`src/rtl/core_pkg.sv`:
```
// Shared core definitions: datapath width, canonical NOP and the fetch FSM state encoding.
package core_pkg;

    localparam int unsigned XLEN = 32;
    localparam logic [XLEN-1:0] NOP_INSTR = 32'h0000_0013;

    typedef enum logic [1:0] {
        S_REQ   = 2'd0,
        S_HOLD  = 2'd1,
        S_DRAIN = 2'd2,
        S_HALT  = 2'd3
    } fetch_state_e;

endpackage

```
`src/rtl/pc_reg.sv`:
```
// Program counter register. Priority: reset > load (redirect) > sequential increment.
module pc_reg
    import core_pkg::*;
#(
    parameter logic [XLEN-1:0] RESET_PC = 32'h0000_0000,
    parameter logic [XLEN-1:0] PC_STEP  = 32'd4
) (
    input  logic            clk,
    input  logic            reset,
    input  logic            load_i,
    input  logic [XLEN-1:0] load_pc_i,
    input  logic            incr_i,
    output logic [XLEN-1:0] pc_o
);

    logic [XLEN-1:0] pc_q;
    logic [XLEN-1:0] pc_d;

    always_comb begin
        pc_d = pc_q;
        if (load_i) begin
            pc_d = load_pc_i;
        end else if (incr_i) begin
            // Wraps modulo 2^32 by construction.
            pc_d = pc_q + PC_STEP;
        end
    end

    always_ff @(posedge clk) begin
        if (reset) begin
            pc_q <= RESET_PC;
        end else begin
            pc_q <= pc_d;
        end
    end

    assign pc_o = pc_q;

endmodule

```
`src/rtl/fetch_stage.sv`:
```
// Instruction fetch: owns the PC, issues req/ack word reads and hands words to decode
// over valid/ready. Handles branch redirects, decode halt and misaligned-target faults.
module fetch_stage
    import core_pkg::*;
#(
    parameter logic [XLEN-1:0] RESET_PC = 32'h0000_0000,
    parameter logic [XLEN-1:0] PC_STEP  = 32'd4
) (
    input  logic            clk,
    input  logic            reset,
    output logic            imem_req,
    output logic [XLEN-1:0] imem_addr,
    input  logic            imem_ack,
    input  logic [XLEN-1:0] imem_rdata,
    output logic [XLEN-1:0] instruction,
    output logic [XLEN-1:0] instr_pc,
    output logic            instr_valid,
    input  logic            instr_ready,
    input  logic            redirect_valid,
    input  logic [XLEN-1:0] redirect_pc,
    input  logic            halt,
    output logic            fetch_fault
);

    fetch_state_e    state_q, state_d;
    logic            halt_pend_q, halt_pend_d;
    logic            fault_q, fault_d;
    logic [XLEN-1:0] drain_addr_q, drain_addr_d;
    logic [XLEN-1:0] instr_q;
    logic [XLEN-1:0] instr_pc_q;
    logic [XLEN-1:0] pc;
    logic            pc_load;
    logic            pc_incr;
    logic            capture;
    logic            misalign;
    logic            stop;

    pc_reg #(
        .RESET_PC (RESET_PC),
        .PC_STEP  (PC_STEP)
    ) u_pc_reg (
        .clk       (clk),
        .reset     (reset),
        .load_i    (pc_load),
        .load_pc_i (redirect_pc),
        .incr_i    (pc_incr),
        .pc_o      (pc)
    );

    assign misalign = redirect_valid && (redirect_pc[1:0] != 2'b00);
    // Any reason that ends fetching for good: decode halt or a faulting target.
    assign stop     = halt || misalign;

    always_comb begin
        state_d      = state_q;
        halt_pend_d  = halt_pend_q;
        fault_d      = fault_q;
        drain_addr_d = drain_addr_q;
        pc_load      = 1'b0;
        pc_incr      = 1'b0;
        capture      = 1'b0;

        unique case (state_q)
            S_REQ: begin
                pc_load = redirect_valid;
                if (imem_ack) begin
                    if (stop) begin
                        state_d = S_HALT;
                    end else if (redirect_valid) begin
                        state_d = S_REQ;
                    end else begin
                        capture = 1'b1;
                        state_d = S_HOLD;
                    end
                end else if (stop || redirect_valid) begin
                    // The request cannot be withdrawn; finish it at the old address.
                    state_d      = S_DRAIN;
                    drain_addr_d = pc;
                    halt_pend_d  = stop;
                end
            end
            S_HOLD: begin
                if (redirect_valid) begin
                    pc_load = 1'b1;
                end else if (instr_ready) begin
                    pc_incr = 1'b1;
                end
                if (stop) begin
                    state_d = S_HALT;
                end else if (redirect_valid || instr_ready) begin
                    state_d = S_REQ;
                end
            end
            S_DRAIN: begin
                pc_load = redirect_valid;
                if (stop) begin
                    halt_pend_d = 1'b1;
                end
                if (imem_ack) begin
                    state_d = (halt_pend_q || stop) ? S_HALT : S_REQ;
                end
            end
            S_HALT: begin
                state_d = S_HALT;
            end
            default: begin
                state_d = S_HALT;
            end
        endcase

        if (misalign && (state_q != S_HALT)) begin
            fault_d = 1'b1;
        end
    end

    always_ff @(posedge clk) begin
        if (reset) begin
            state_q      <= S_REQ;
            halt_pend_q  <= 1'b0;
            fault_q      <= 1'b0;
            drain_addr_q <= '0;
            instr_q      <= NOP_INSTR;
            instr_pc_q   <= '0;
        end else begin
            state_q      <= state_d;
            halt_pend_q  <= halt_pend_d;
            fault_q      <= fault_d;
            drain_addr_q <= drain_addr_d;
            if (capture) begin
                instr_q    <= imem_rdata;
                instr_pc_q <= pc;
            end
        end
    end

    assign imem_req    = !reset && ((state_q == S_REQ) || (state_q == S_DRAIN));
    assign imem_addr   = (state_q == S_DRAIN) ? drain_addr_q : pc;
    assign instr_valid = (state_q == S_HOLD);
    assign instruction = instr_q;
    assign instr_pc    = instr_pc_q;
    assign fetch_fault = fault_q;

endmodule

```
`config.mk`:
```
export PLATFORM = sky130hd
export DESIGN_NAME = fetch_stage
export DESIGN_NICKNAME = d
export VERILOG_FILES = /design/src/rtl/core_pkg.sv /design/src/rtl/pc_reg.sv /design/src/rtl/fetch_stage.sv
export SDC_FILE = /design/constraint.sdc
export NUM_CORES = 1
export LEC_CHECK = 0
export CAP_MARGIN = 40
export CELL_PAD_IN_SITES_DETAIL_PLACEMENT = 2
export CELL_PAD_IN_SITES_GLOBAL_PLACEMENT = 2
export CORE_MARGIN = 5
export CORE_UTILIZATION = 24
export DETAILED_ROUTE_END_ITERATION = 8
export MAX_ROUTING_LAYER = met4
export PLACE_DENSITY_LB_ADDON = 0.1
export SLEW_MARGIN = 20
export SYNTH_ARGS = -nofsm -noshare
export SYNTH_HDL_FRONTEND = slang
export SYNTH_SLANG_ARGS = --single-unit
export TNS_END_PERCENT = 1
```
`constraint.sdc`:
```
create_clock -name clk -period 2.3 [get_ports clk]
set_input_delay 0.23 -clock clk [delete_from_list [all_inputs] [get_ports clk]]
set_output_delay 0.23 -clock clk [all_outputs]
set_load 0.05 [all_outputs]
```
==> reports/qor.csv, run 1 <==
metric,value,unit
outcome,finished clean,
syn-cell-area,0.00587,mm^2
timing.rr.end,u_pc_reg.pc_o[19],
clkTransAtPathRegs,60,ps
avgViaCountPerCell,4.76,
min_path_cells,2,
grt-ovfl-total,0,
synth_seq_cells,132,
drc,0,
num_rows,57,
clock-sinks,132,
finalHoldViolations,0,
slew_viol_final,0,
drt_iter0_drc,193,
hp-class,in -> reg,
async_flop_share,0,%
worst-setup-path-type,reg -> out,
ant_nets,0,
wirelength,23.1,mm
die_w,166,um
die-area,0.0277,mm^2
ir_worst_vdd,407,uV
htreeDepth,4,
cts_buffers,17,
cpMaxStageDelayCell,mux2_2,
worst_pin_slew,687,ps
min_to,u_pc_reg.pc_o[30],
rrSetupSlack,140,ps
n_fill_cell,2734,
path_cells,"buf_4, nand2b_2, buf_6, mux2_2, buf_4",
initial_utilization,24.3,%
slowest_delay,390,ps
wl_per_cell,18.5,um
num-nets-final,982,
maxCapViolations,0,
required,2070,ps
r2r-start,u_pc_reg.pc_o[13],
ys.flop_type,dfxtp_1,
p_total,6.62,mW
fin_tns_setup,0,ps
drive_gt1_share,16.9,%
hp-start,reset,
multi_input_area,0.00297,mm^2
dpl.hpwl,16.9,mm
yosys.area.top_type_share,45.0,%
r2r_cells,5,
synth_common_cells,"nand2_1 (231), dfxtp_1 (132), a21oi_1 (111), clkbuf_1 (52), mux2_2 (33)",
start_kind,register,
n_antenna_cell,0,
dr_total_vias,5936,
yosys-top-cells-area,"dfxtp_1 (45%), nand2_1 (15%), a21oi_1 (9.5%)",
cts_tree,built,
regArea,0.00264,mm^2
clock-root-buffer,clkbuf_16,
ios,169,
die_y,166,um
syn2layout_area_growth,46.3,%
place_ws,-7.19,ps
power_density,771,mW/mm^2
slew_headroom,54.2,%
rsz0062_at_grt,false,
synthCells,751,
period_minus_slack,2200,ps
crit_top_cell,buf_4,
synth_top_area_cell,dfxtp_1,
crit_arrival,1970,ps
grt_pass1_vias,6689,
dr.pass1.iters,4,
yosys_warnings,0,
p_leak,3.05,nW
max_freq,454,MHz
clock_latency,420,ps
syn_nets,822,
numPortBuffers,168,
finalSetupViolations,0,
path_max_fanout,19,
synth-seq-area-share,45.0,%
cts_buffer_depth,2,
fin_crit_sh,95.9,%
syn_avg_cell_area,7.82,um^2
synth_edf_count,0,
core_area,0.0242,mm^2
synthDistinctLibCells,53,
antenna_found_initial,0,
place_congestion,0.748,
synth_most_common_cell,nand2_1,
grt_max_degree,59,
cp-end-kind,output port,
final.setup_skew,10.2,ps
fin_area,0.00859,mm^2
grt_pass1_wl,37.2,mm
fin_ws,95.4,ps
dpl_cell_area,0.00795,mm^2
grt_usage,17.1,%
holdWs,327,ps
[cell families after synthesis]
| kind of cell | Yosys count | synth area share (%) |
|---|---|---|
| AO/OA/AOI/OAI | 165 | 16.1 |
| flip-flops | 132 | 45.0 |
| buffers and inverters | 70 | 4.69 |
| XOR/XNOR | 7 | 1.04 |
| multiplexers | 38 | 7.18 |
| AND/OR/NAND/NOR | 338 | 25.7 |
| adder cells (fa/ha/maj) | 1 | 0.213 |
[layer usage]
layer  part of all wire, %  vias to the layer above  global-route usage, %
li1                      -                     2880                      -
met1                    46                     2924                   20.6
met2                    50                      117                   29.5
met3                   3.3                       15                   3.50
met4                  0.79                        0                   3.56
met5                     0                        -                      -
[cells in the final DEF (no fill, tap or decap), types with 4 or more instances in the layout]
| cell type | n |
|---|---|
| mux2i_1 | 5 |
| or2_2 | 4 |
| nand4_1 | 6 |
| nor2_1 | 27 |
| clkinv_4 | 5 |
| nand3_1 | 16 |
| clkdlybuf4s50_1 | 133 |
| a21oi_1 | 111 |
| nor3b_1 | 5 |
| a22oi_1 | 11 |
| a211oi_1 | 8 |
| xnor2_1 | 4 |
| a31oi_1 | 7 |
| bufinv_16 | 4 |
| nor3_1 | 9 |
| nand2_1 | 231 |
| dfxtp_1 | 132 |
| buf_4 | 72 |
| o22ai_1 | 4 |
| or3_1 | 8 |
| nor4_1 | 5 |
| o21ai_0 | 5 |
| nand3b_1 | 5 |
| mux2_2 | 33 |
| clkbuf_16 | 17 |
| o211ai_1 | 6 |
[worst max-delay path, delay by kind of cell, from the launching register on]
| kind | cells | cell delay [ps] |
|---|---|---|
| flip-flops | 1 | 330 |
| buffers and inverters | 3 | 650 |
| AND/OR/NAND/NOR | 1 | 170 |
| multiplexers | 1 | 390 |
[how the worst max path moves through the flow]
stage | start | end | slack (ps)
finish | state_q[0] | imem_addr[8] | 100
global route | state_q[0] | imem_addr[8] | 9
CTS | state_q[0] | imem_addr[5] | 60
detailed placement | redirect_valid | u_pc_reg.pc_o[13] | -7
global placement | redirect_valid | u_pc_reg.pc_o[13] | -20
floorplan | u_pc_reg.pc_o[3] | u_pc_reg.pc_o[20] | 180
[sequential cells by signal, indices dropped and copies added, names as in the netlist]
signal and cells:
state_q 2, u_pc_reg.pc_o 32, fetch_fault 1, halt_pend_q 1, instruction 32, instr_pc 32
drain_addr_q 32
[stage by stage]
stage / instances / utilization (%)
floorplan: 751 / -
global placement: 1216 / 32.9
detailed placement: 1216 / 32.9
CTS: 1248 / 35.5
global route: 1248 / 35.5
finish: 1248 / 35.5
[layout make-up]
cell class / count / share of cell area [%]
Clock buffer: 21 / 5.36
Clock inverter: 11 / 2.05
Inverter: 3 / 0.131
Multi-Input combinational cell: 549 / 34.6
Sequential cell: 132 / 30.8
Tap cell: 324 / 4.72
Timing Repair Buffer: 208 / 22.4
[power by group]
group          total, mW  leakage (nW)  switching, mW  internal (mW)
sequential          2.49          1.07          0.112           2.38
clock               2.96         0.307           1.08           1.88
combinational       1.17          1.67          0.721          0.446
total               6.62          3.05           1.92           4.71
[what timing repair did]
action | CTS | global route
endpoints found under the setup margin | 5 | 0
gates resized for setup | 1 | 0
setup buffers | 0 | 0
hold buffers | 0 | 0
Note: power is estimated with default switching activity, not from simulation.
==> inputs of run 2 (changes only) <==
CTS_CLUSTER_SIZE = 10   (was default)
PLACE_DENSITY_LB_ADDON = 0.08   (was 0.1)
==> reports/qor.csv, run 2 (same netlist as run 1, synthesis figures left out) <==
metric,value,unit,change
outcome,finished clean,,
clkTransAtPathRegs,60,ps,about the same
clock-root-buffer,clkbuf_16,,
ir_worst_vdd,371,uV,-8.9%
ant_nets,0,,unchanged
cts_buffer_depth,2,,unchanged
cts_setup_buffers,0,,unchanged
cp-startpoint,state_q[0],,
mostFrequentLayoutCells,"nand2_1 (231), clkdlybuf4s50_1 (135), dfxtp_1 (132), a21oi_1 (111), buf_4 (68)",,
htreeDepth,4,,unchanged
num_rows,57,,unchanged
worst-setup-path-type,reg -> out,,
n_fill_cell,2714,,-0.73%
drc,0,,unchanged
grt_pass1_wl,36.5,mm,-2.0%
dr.pass1.iters,4,,unchanged
cpMaxStageDelayCell,dfxtp_1,,
die_y,166,um,unchanged
r2r_cells,5,,unchanged
slew_viol_final,0,,unchanged
clock-sinks,132,,unchanged
numPortBuffers,168,,unchanged
maxCapViolations,0,,unchanged
antenna_found_initial,0,,unchanged
dpl_cell_area,0.00801,mm^2,+0.76%
place_congestion,0.735,,-1.7%
clock_latency,420,ps,about the same
critPathBufInv,3,,unchanged
grt_usage,16.5,%,-0.51 points
slowest_delay,410,ps,+20 ps
ios,169,,unchanged
initial_utilization,24.3,%,unchanged
timing.rr.end,u_pc_reg.pc_o[19],,
cp-end-kind,output port,,
worst_pin_slew,574,ps,-113 ps
drive_gt1_share,17.2,%,+0.27 points
crit_end,imem_addr[4],,
final_common_cell,nand2_1,,
hp-start,reset,,
holdWs,194,ps,-132 ps
path_cells,"buf_6, nand2b_2, buf_8, mux2_2, buf_4",,
critical_path_cell_count,5,,unchanged
cp_top_family,buffers and inverters,,
finalHoldViolations,0,,unchanged
intPower,4.37,mW,-7.2%
drt_iter0_drc,247,,+28%
cts_tree,built,,
layoutNonFillerInstCount,1251,,+0.24%
core_area,0.0242,mm^2,unchanged
post-place-cells,1219,,+0.25%
rrSetupSlack,130,ps,about the same
dr_total_vias,5954,,+0.30%
die_w,166,um,unchanged
cts_buffers,17,,unchanged
wirelength,22.6,mm,-2.4%
grt_max_degree,117,,+98%
grt-ovfl-total,0,,unchanged
max_freq,453,MHz,about the same
avgViaCountPerCell,4.76,,about the same
num-nets-final,985,,+0.31%
n_antenna_cell,0,,unchanged
r2r-start,u_pc_reg.pc_o[13],,
p_comb_share,18.7,%,+1.1 points
fin_crit_sh,95.9,%,about the same
p_leak,3.05,nW,about the same
dpl.hpwl,16.7,mm,-1.2%
min_path_cells,2,,unchanged
period_minus_slack,2210,ps,+1.77 ps
clockPowerShare,42.1,%,-2.6 points
slew_headroom,61.8,%,+7.5 points
crit_arrival,1980,ps,about the same
p_seq_share,39.2,%,+1.5 points
p_sw_share,31.3,%,+2.4 points
grt_pass1_vias,6708,,+0.28%
syn2layout_area_growth,46.4,%,about the same
rsz0062_at_grt,false,,
finalSetupViolations,0,,unchanged
die-area,0.0277,mm^2,unchanged
fin_tns_setup,0,ps,unchanged
p_sw,1.99,mW,+3.9%
fin_area,0.00859,mm^2,about the same
start_kind,register,,
required,2070,ps,about the same
wl_per_cell,18.0,um,-2.6%
final_core_util,35.5,%,about the same
final.setup_skew,9.34,ps,-0.816 ps
hp-class,in -> reg,,
power_density,740,mW/mm^2,-4.1%
path_max_fanout,19,,unchanged
==> run 2: how the worst min path moves through the flow <==
stage,to,slack (ps)
global route,u_pc_reg.pc_o[28],220
CTS,drain_addr_q[15],180
finish,u_pc_reg.pc_o[23],190
global placement,drain_addr_q[4],440
detailed placement,drain_addr_q[24],450
floorplan,instruction[0],350
==> run 2: timing repair <==
| action | CTS | global route |
|---|---|---|
| hold buffers | 0 | 0 |
| resized for setup | 1 | 3 |
| endpoints found under the setup margin | 19 | 32 |
==> run 2: metal layers <==
layer  GRT usage, %  part of all wire (%)  routed length, um  vias up
li1               -                     -                  -     2877
met5              -                     0                  0        -
met1           20.4                    46              10400     2953
met3           3.28                   3.1                692       11
met4           3.09                  0.72                163        0
met2           28.5                    50              11300      113
==> run 2: per-stage QoR <==
| step | power (mW) | setup WS [ps] |
|---|---|---|
| floorplan | 3.22 | 183 |
| global placement | 3.70 | 18.1 |
| detailed placement | 3.74 | -17.3 |
| CTS | 6.48 | 4.20 |
| global route | 6.67 | 2.26 |
| finish | 6.36 | 93.6 |
==> run 2: area by class of cell <==
type	instances	area (um^2)	area share, %
Inverter	3	11.3	0.131
Sequential cell	132	2640	30.8
Timing Repair Buffer	211	1990	23.2
Clock inverter	15	148	1.72
Tap cell	324	405	4.72
Clock buffer	17	425	4.95
Multi-Input combinational cell	549	2970	34.5
==> run 2: worst reg2reg max path: stages (launching register included) <==
cell     delay, ps
dfxtp_1        470
nand4_2        200
or4_4          620
or2_1          270
or3_1          360
a31oi_1        170
==> run 2: power groups by stage <==
| stage | combinational (mW) | clock, mW | sequential (mW) |
|---|---|---|---|
| after floorplan | 0.656 | 0 | 2.57 |
| after global placement | 1.17 | 0 | 2.54 |
| after detailed placement | 1.20 | 0 | 2.54 |
| after CTS | 1.20 | 2.78 | 2.49 |
| after global routing | 1.27 | 2.89 | 2.51 |
| final | 1.19 | 2.68 | 2.49 |
==> inputs of run 3 (changes only) <==
CORE_UTILIZATION = 29   (was 24)
clock period = 2.9 ns   (was 2.3 ns; I/O delays follow)
==> reports/qor.csv, run 3 (same netlist as run 1, synthesis figures left out) <==
metric,value,unit,change
outcome,finished clean,,
path_max_fanout,9,,-10
initial_utilization,29.2,%,+4.9 points
worst-setup-path-type,reg -> reg,,
holdWs,244,ps,+49.4 ps
required,3240,ps,+1170 ps
die-area,0.0232,mm^2,-16%
wl_per_cell,19.0,um,+5.1%
cts_hold_buf,0,,unchanged
htreeDepth,4,,unchanged
finalHoldViolations,0,,unchanged
clock_latency,420,ps,about the same
cp-end-kind,register,,
p_leak,2.95,nW,-3.3%
worst_pin_slew,591,ps,+16.9 ps
drc,0,,unchanged
place_congestion,0.781,,+6.3%
numPortBuffers,168,,unchanged
min_path_cells,2,,unchanged
slew_headroom,60.3,%,-1.5 points
fin_ws,491,ps,+397 ps
num-nets-final,967,,-1.8%
cts_buffers,17,,unchanged
period_minus_slack,2410,ps,
n_fill_cell,2235,,-18%
cts_buffer_depth,2,,unchanged
drt_iter0_drc,226,,-8.5%
dpl.hpwl,16.4,mm,-2.1%
antenna_found_initial,1,,+1
wirelength,22.4,mm,-0.83%
grt_pass1_wl,36.4,mm,-0.13%
grt_max_degree,45,,-62%
post-place-cells,1147,,-5.9%
final.setup_skew,9.29,ps,-0.0513 ps
die_w,152,um,-8.5%
start_kind,register,,
slew_viol_final,0,,unchanged
regArea,0.00264,mm^2,unchanged
num_rows,52,,-8.8%
ir_worst_vdd,421,uV,+13%
ctsResizeCount,0,,-1
grt-ovfl-total,0,,unchanged
power_density,612,mW/mm^2,-17%
final_common_cell,nand2_1,,
grt_pass1_vias,6655,,-0.79%
die_y,152,um,-8.5%
core_area,0.0201,mm^2,-17%
maxCapViolations,0,,unchanged
cts_setup_buffers,0,,unchanged
rsz0062_at_grt,false,,
cts_tree,built,,
clock-sinks,132,,unchanged
r2r_cells,6,,+1
avgViaCountPerCell,5.01,,+5.3%
layoutNonFillerInstCount,1180,,-5.7%
ant_nets,0,,unchanged
fin_tns_setup,0,ps,unchanged
crit_arrival,2750,ps,+770 ps
fin_crit_sh,83.1,%,
multi_input_area,0.00297,mm^2,unchanged
max_freq,415,MHz,
syn2layout_area_growth,42.4,%,
place_ws,357,ps,+374 ps
dr_total_vias,5912,,-0.71%
finalSetupViolations,0,,unchanged
grt_usage,19.8,%,+3.2 points
clock-root-buffer,clkbuf_16,,
clkTransAtPathRegs,60,ps,about the same
ios,169,,unchanged
hp-class,in -> reg,,
drive_gt1_share,15.4,%,-1.8 points
mostFrequentLayoutCells,"nand2_1 (231), clkdlybuf4s50_1 (135), dfxtp_1 (132), a21oi_1 (111), buf_4 (58)",,
dr.pass1.iters,4,,unchanged
[run 3: changes by cell type in the layout (fill, tap and decap cells not counted), sizes merged]
| cell | previous run | this run |
|---|---|---|
| diode | 0 | 1 |
| buf | 76 | 58 |
| inv | 10 | 4 |
| clkbuf | 17 | 20 |
| bufinv | 1 | 3 |
| clkinvlp | 2 | 3 |
[run 3: stage by stage]
stage,util (%),instance area (um^2),power [mW]
2_1_floorplan,-,5870,2.56
3_3_place_gp,38.5,7740,2.89
3_5_place_dp,38.5,7740,2.92
4_1_cts,41.6,8360,5.19
5_1_grt,41.6,8360,5.34
6_report,41.6,8360,5.12
[run 3: cell type report]
class	instances	share of cell area, %
multi-input cells	549	35.5
well taps	270	4.04
clock inverters	12	1.84
inverters	3	0.135
clock buffers	20	5.46
repair buffers	193	21.4
diodes	1	0.0299
flip-flops and latches	132	31.6
[run 3: worst max-delay path, cell delays in order (launching register included)]
cell	delay, ps
dfxtp_1	510
ha_1	270
nand2_1	130
or4_4	560
or3_1	410
or3_1	310
a31oi_1	160
[run 3: where the power goes]
group	switching, mW	internal, mW
registers	0.117	1.89
clock network	0.840	1.40
logic	0.540	0.333
[run 3: path summary, 6_finish.rpt]
path                    startpoint                 to  slack (ps)
setup / recovery  u_pc_reg.pc_o[2]  u_pc_reg.pc_o[20]         490
hold / removal               reset  u_pc_reg.pc_o[28]         240
setup reg to reg  u_pc_reg.pc_o[2]  u_pc_reg.pc_o[20]         490
hold reg to reg     instruction[7]     instruction[7]         450
[run 3: metal layers]
metal  global-route usage [%]  part of all wire (%)
met2                     34.4                    51
met1                     23.1                    44
met3                     4.03                   3.3
met5                        -                     0
met4                     5.91                   1.7
==> RTL edit (config.mk and constraints of run 1) <==
The 4 states of `fetch_state_e` get a one-hot encoding in 4 bits.
--- a/src/rtl/core_pkg.sv
+++ b/src/rtl/core_pkg.sv
@@ -4,11 +4,11 @@
     localparam int unsigned XLEN = 32;
     localparam logic [XLEN-1:0] NOP_INSTR = 32'h0000_0013;
 
-    typedef enum logic [1:0] {
-        S_REQ   = 2'd0,
-        S_HOLD  = 2'd1,
-        S_DRAIN = 2'd2,
-        S_HALT  = 2'd3
+    typedef enum logic [3:0] {
+        S_REQ   = 4'b0001,
+        S_HOLD  = 4'b0010,
+        S_DRAIN = 4'b0100,
+        S_HALT  = 4'b1000
     } fetch_state_e;
 
 endpackage
Function: same outputs for any inputs over 4 cycles, from zero or initial values and one cycle with reset high; so few cycles prove little.
==> RTL edit against run 1 <==
Sequential cell count up 2. Core utilization up 1.4 points. Power down 4.4%. Largest cell class unchanged. Routed wire length up 2.5%. Synthesized area up 0.68%. Setup slack worse by 8.3 ps. Die area up 0.64%. Critical endpoint is now imem_addr[4]. Cell area up 4.3%. Highest routed layer unchanged.
==> RTL edit: results (changes against run 1) <==
Global route
  – Vias in the first global route: 6527 (-2.4%)
  – First-pass GRT wire length: 37.4 mm (+0.42%)
  – Total global-route track usage: 0.174 (+0.00371)

Pwr
  – Peak supply drop: 411 µV (+0.96%)
  – Lkg Pwr: 3.14 nW (+3.1%)
  – Total combinational power: 1.04 mW (-11%)
  – Flop pwr share: 0.391 (+0.014)
  – Sw frac: 0.288 (-0.000736)

Cells and area
  – Synth-to-layout area growth: 51.6%
  – Share of cells above drive strength 1: 0.182 (+0.0128)
  – Layout fillers: 2697 (-1.4%)
  – Area of the multi-input gates: 0.00301 mm² (+1.6%)
  – Non-clk bufs: 215 (+3.4%)
  – NonClk Buf Share: 0.248 (+0.0237)
  – Seq area share: 0.300 (-0.00742)
  – Clkbuf count: 20 (-4.8%)
  – # nets final: 983 (+0.10%)
  – Count of non-CTS inverters in the layout: 6 (+3)
  – #MultiIn Comb: 538 (-2.0%)
  – FFs & Latches: 134 (+1.5%)
  – Clk tree area frac: 0.0671 (-0.00712)

Drt
  – WL/cell: 19.0 µm (+2.4%)
  – Via density per instance: 4.69 (-1.3%)
  – Routed vias: 5861 (-1.3%)
  – Initial DRC Count: 254 (+32%)

Worst setup path
  – Largest stage delay on the critical path: 370 ps (-20 ps)
  – Crit path from: state_q[1]$_SDFFE_PP0P_
  – Worst Setup EP: imem_addr[4]
  – Reg-to-reg critical path endpoint: u_pc_reg.pc_o[22]$_SDFFE_PP0P_
  – Crit Path Max Fanout: 8 (-11)
  – Reg2reg path depth: 7 (+2)
  – Launching point of the worst reg2reg path: state_q[0]$_SDFFE_PP1P_

Placed design
  – Hpwl dp: 16.8 mm (-0.60%)
  – DP Cell Count: 1210 (-0.49%)
  – Placed Area: 0.00809 mm² (+1.8%)
  – RePlAce Congestion: 0.769 (+2.9%)
  – Dpl ws: 107 ps (+114 ps)

Min path
  – Hold path endpoint: fetch_fault$_SDFFE_PP0P_
  – Min-delay worst type: input pin to register

Synth
  – Synth cell count leaders: nand2_1 (215), dfxtp_1 (134), a21oi_1 (110)
  – Synth Instances: 734 (-2.3%)
  – Top cells by area, synth: dfxtp_1 (45%), nand2_1 (14%), a21oi_1 (9.3%), mux2_2 (5.9%), clkbuf_1 (3.0%)
  – Mux share of post-synthesis cell area: 0.0591 (-0.0128)
  – Compound-Gate Fraction of Synth Area: 0.158 (-0.00363)
  – Post-synthesis xor/xnor area fraction: 0.0400 (+0.0296)
  – Seq/Total Area, Yosys: 0.454 (+0.00372)
  – Adder-cell area share of the yosys netlist: 0.00212 (-0.0000144)
  – Synth cell types: 48 (-9.4%)

STA
  – Worst-Margin Slew: 791 ps (+105 ps)
  – Fin crit period: 2210 ps (+8.29 ps)
  – Hold_ws: 177 ps (-149 ps)
  – Clk_skew: 10.3 ps (+0.156 ps)

Run status
  – Run status: completed
## RTL edit: cell types whose count changed after synthesis, moves of 5 or more
cell / run 1 / this run
a211oi_1: 8 / 13
a211oi_2: 0 / 5
a22oi_1: 11 / 0
a31oi_1: 7 / 1
buf_1: 7 / 0
clkbuf_1: 52 / 47
mux2i_1: 5 / 0
nand2_1: 231 / 215
nor3_2: 0 / 5
nor3b_1: 5 / 0
or3_1: 8 / 0
xnor2_1: 4 / 15
xor2_1: 3 / 12
## RTL edit: timing repair
item,CTS,global route
resized for setup,23,30
buffers inserted,4,2
cloned,2,0
endpoints found under the setup margin,30,31
pin swaps,1,2
## RTL edit: metal layers
| layer | global-route usage | vias up | wire, µm |
|---|---|---|---|
| li1 | - | 2856 | - |
| met1 | 0.214 | 2870 | 10900 |
| met2 | 0.296 | 112 | 11800 |
| met3 | 0.0320 | 23 | 654 |
| met4 | 0.0455 | 0 | 324 |
| met5 | - | - | 0 |
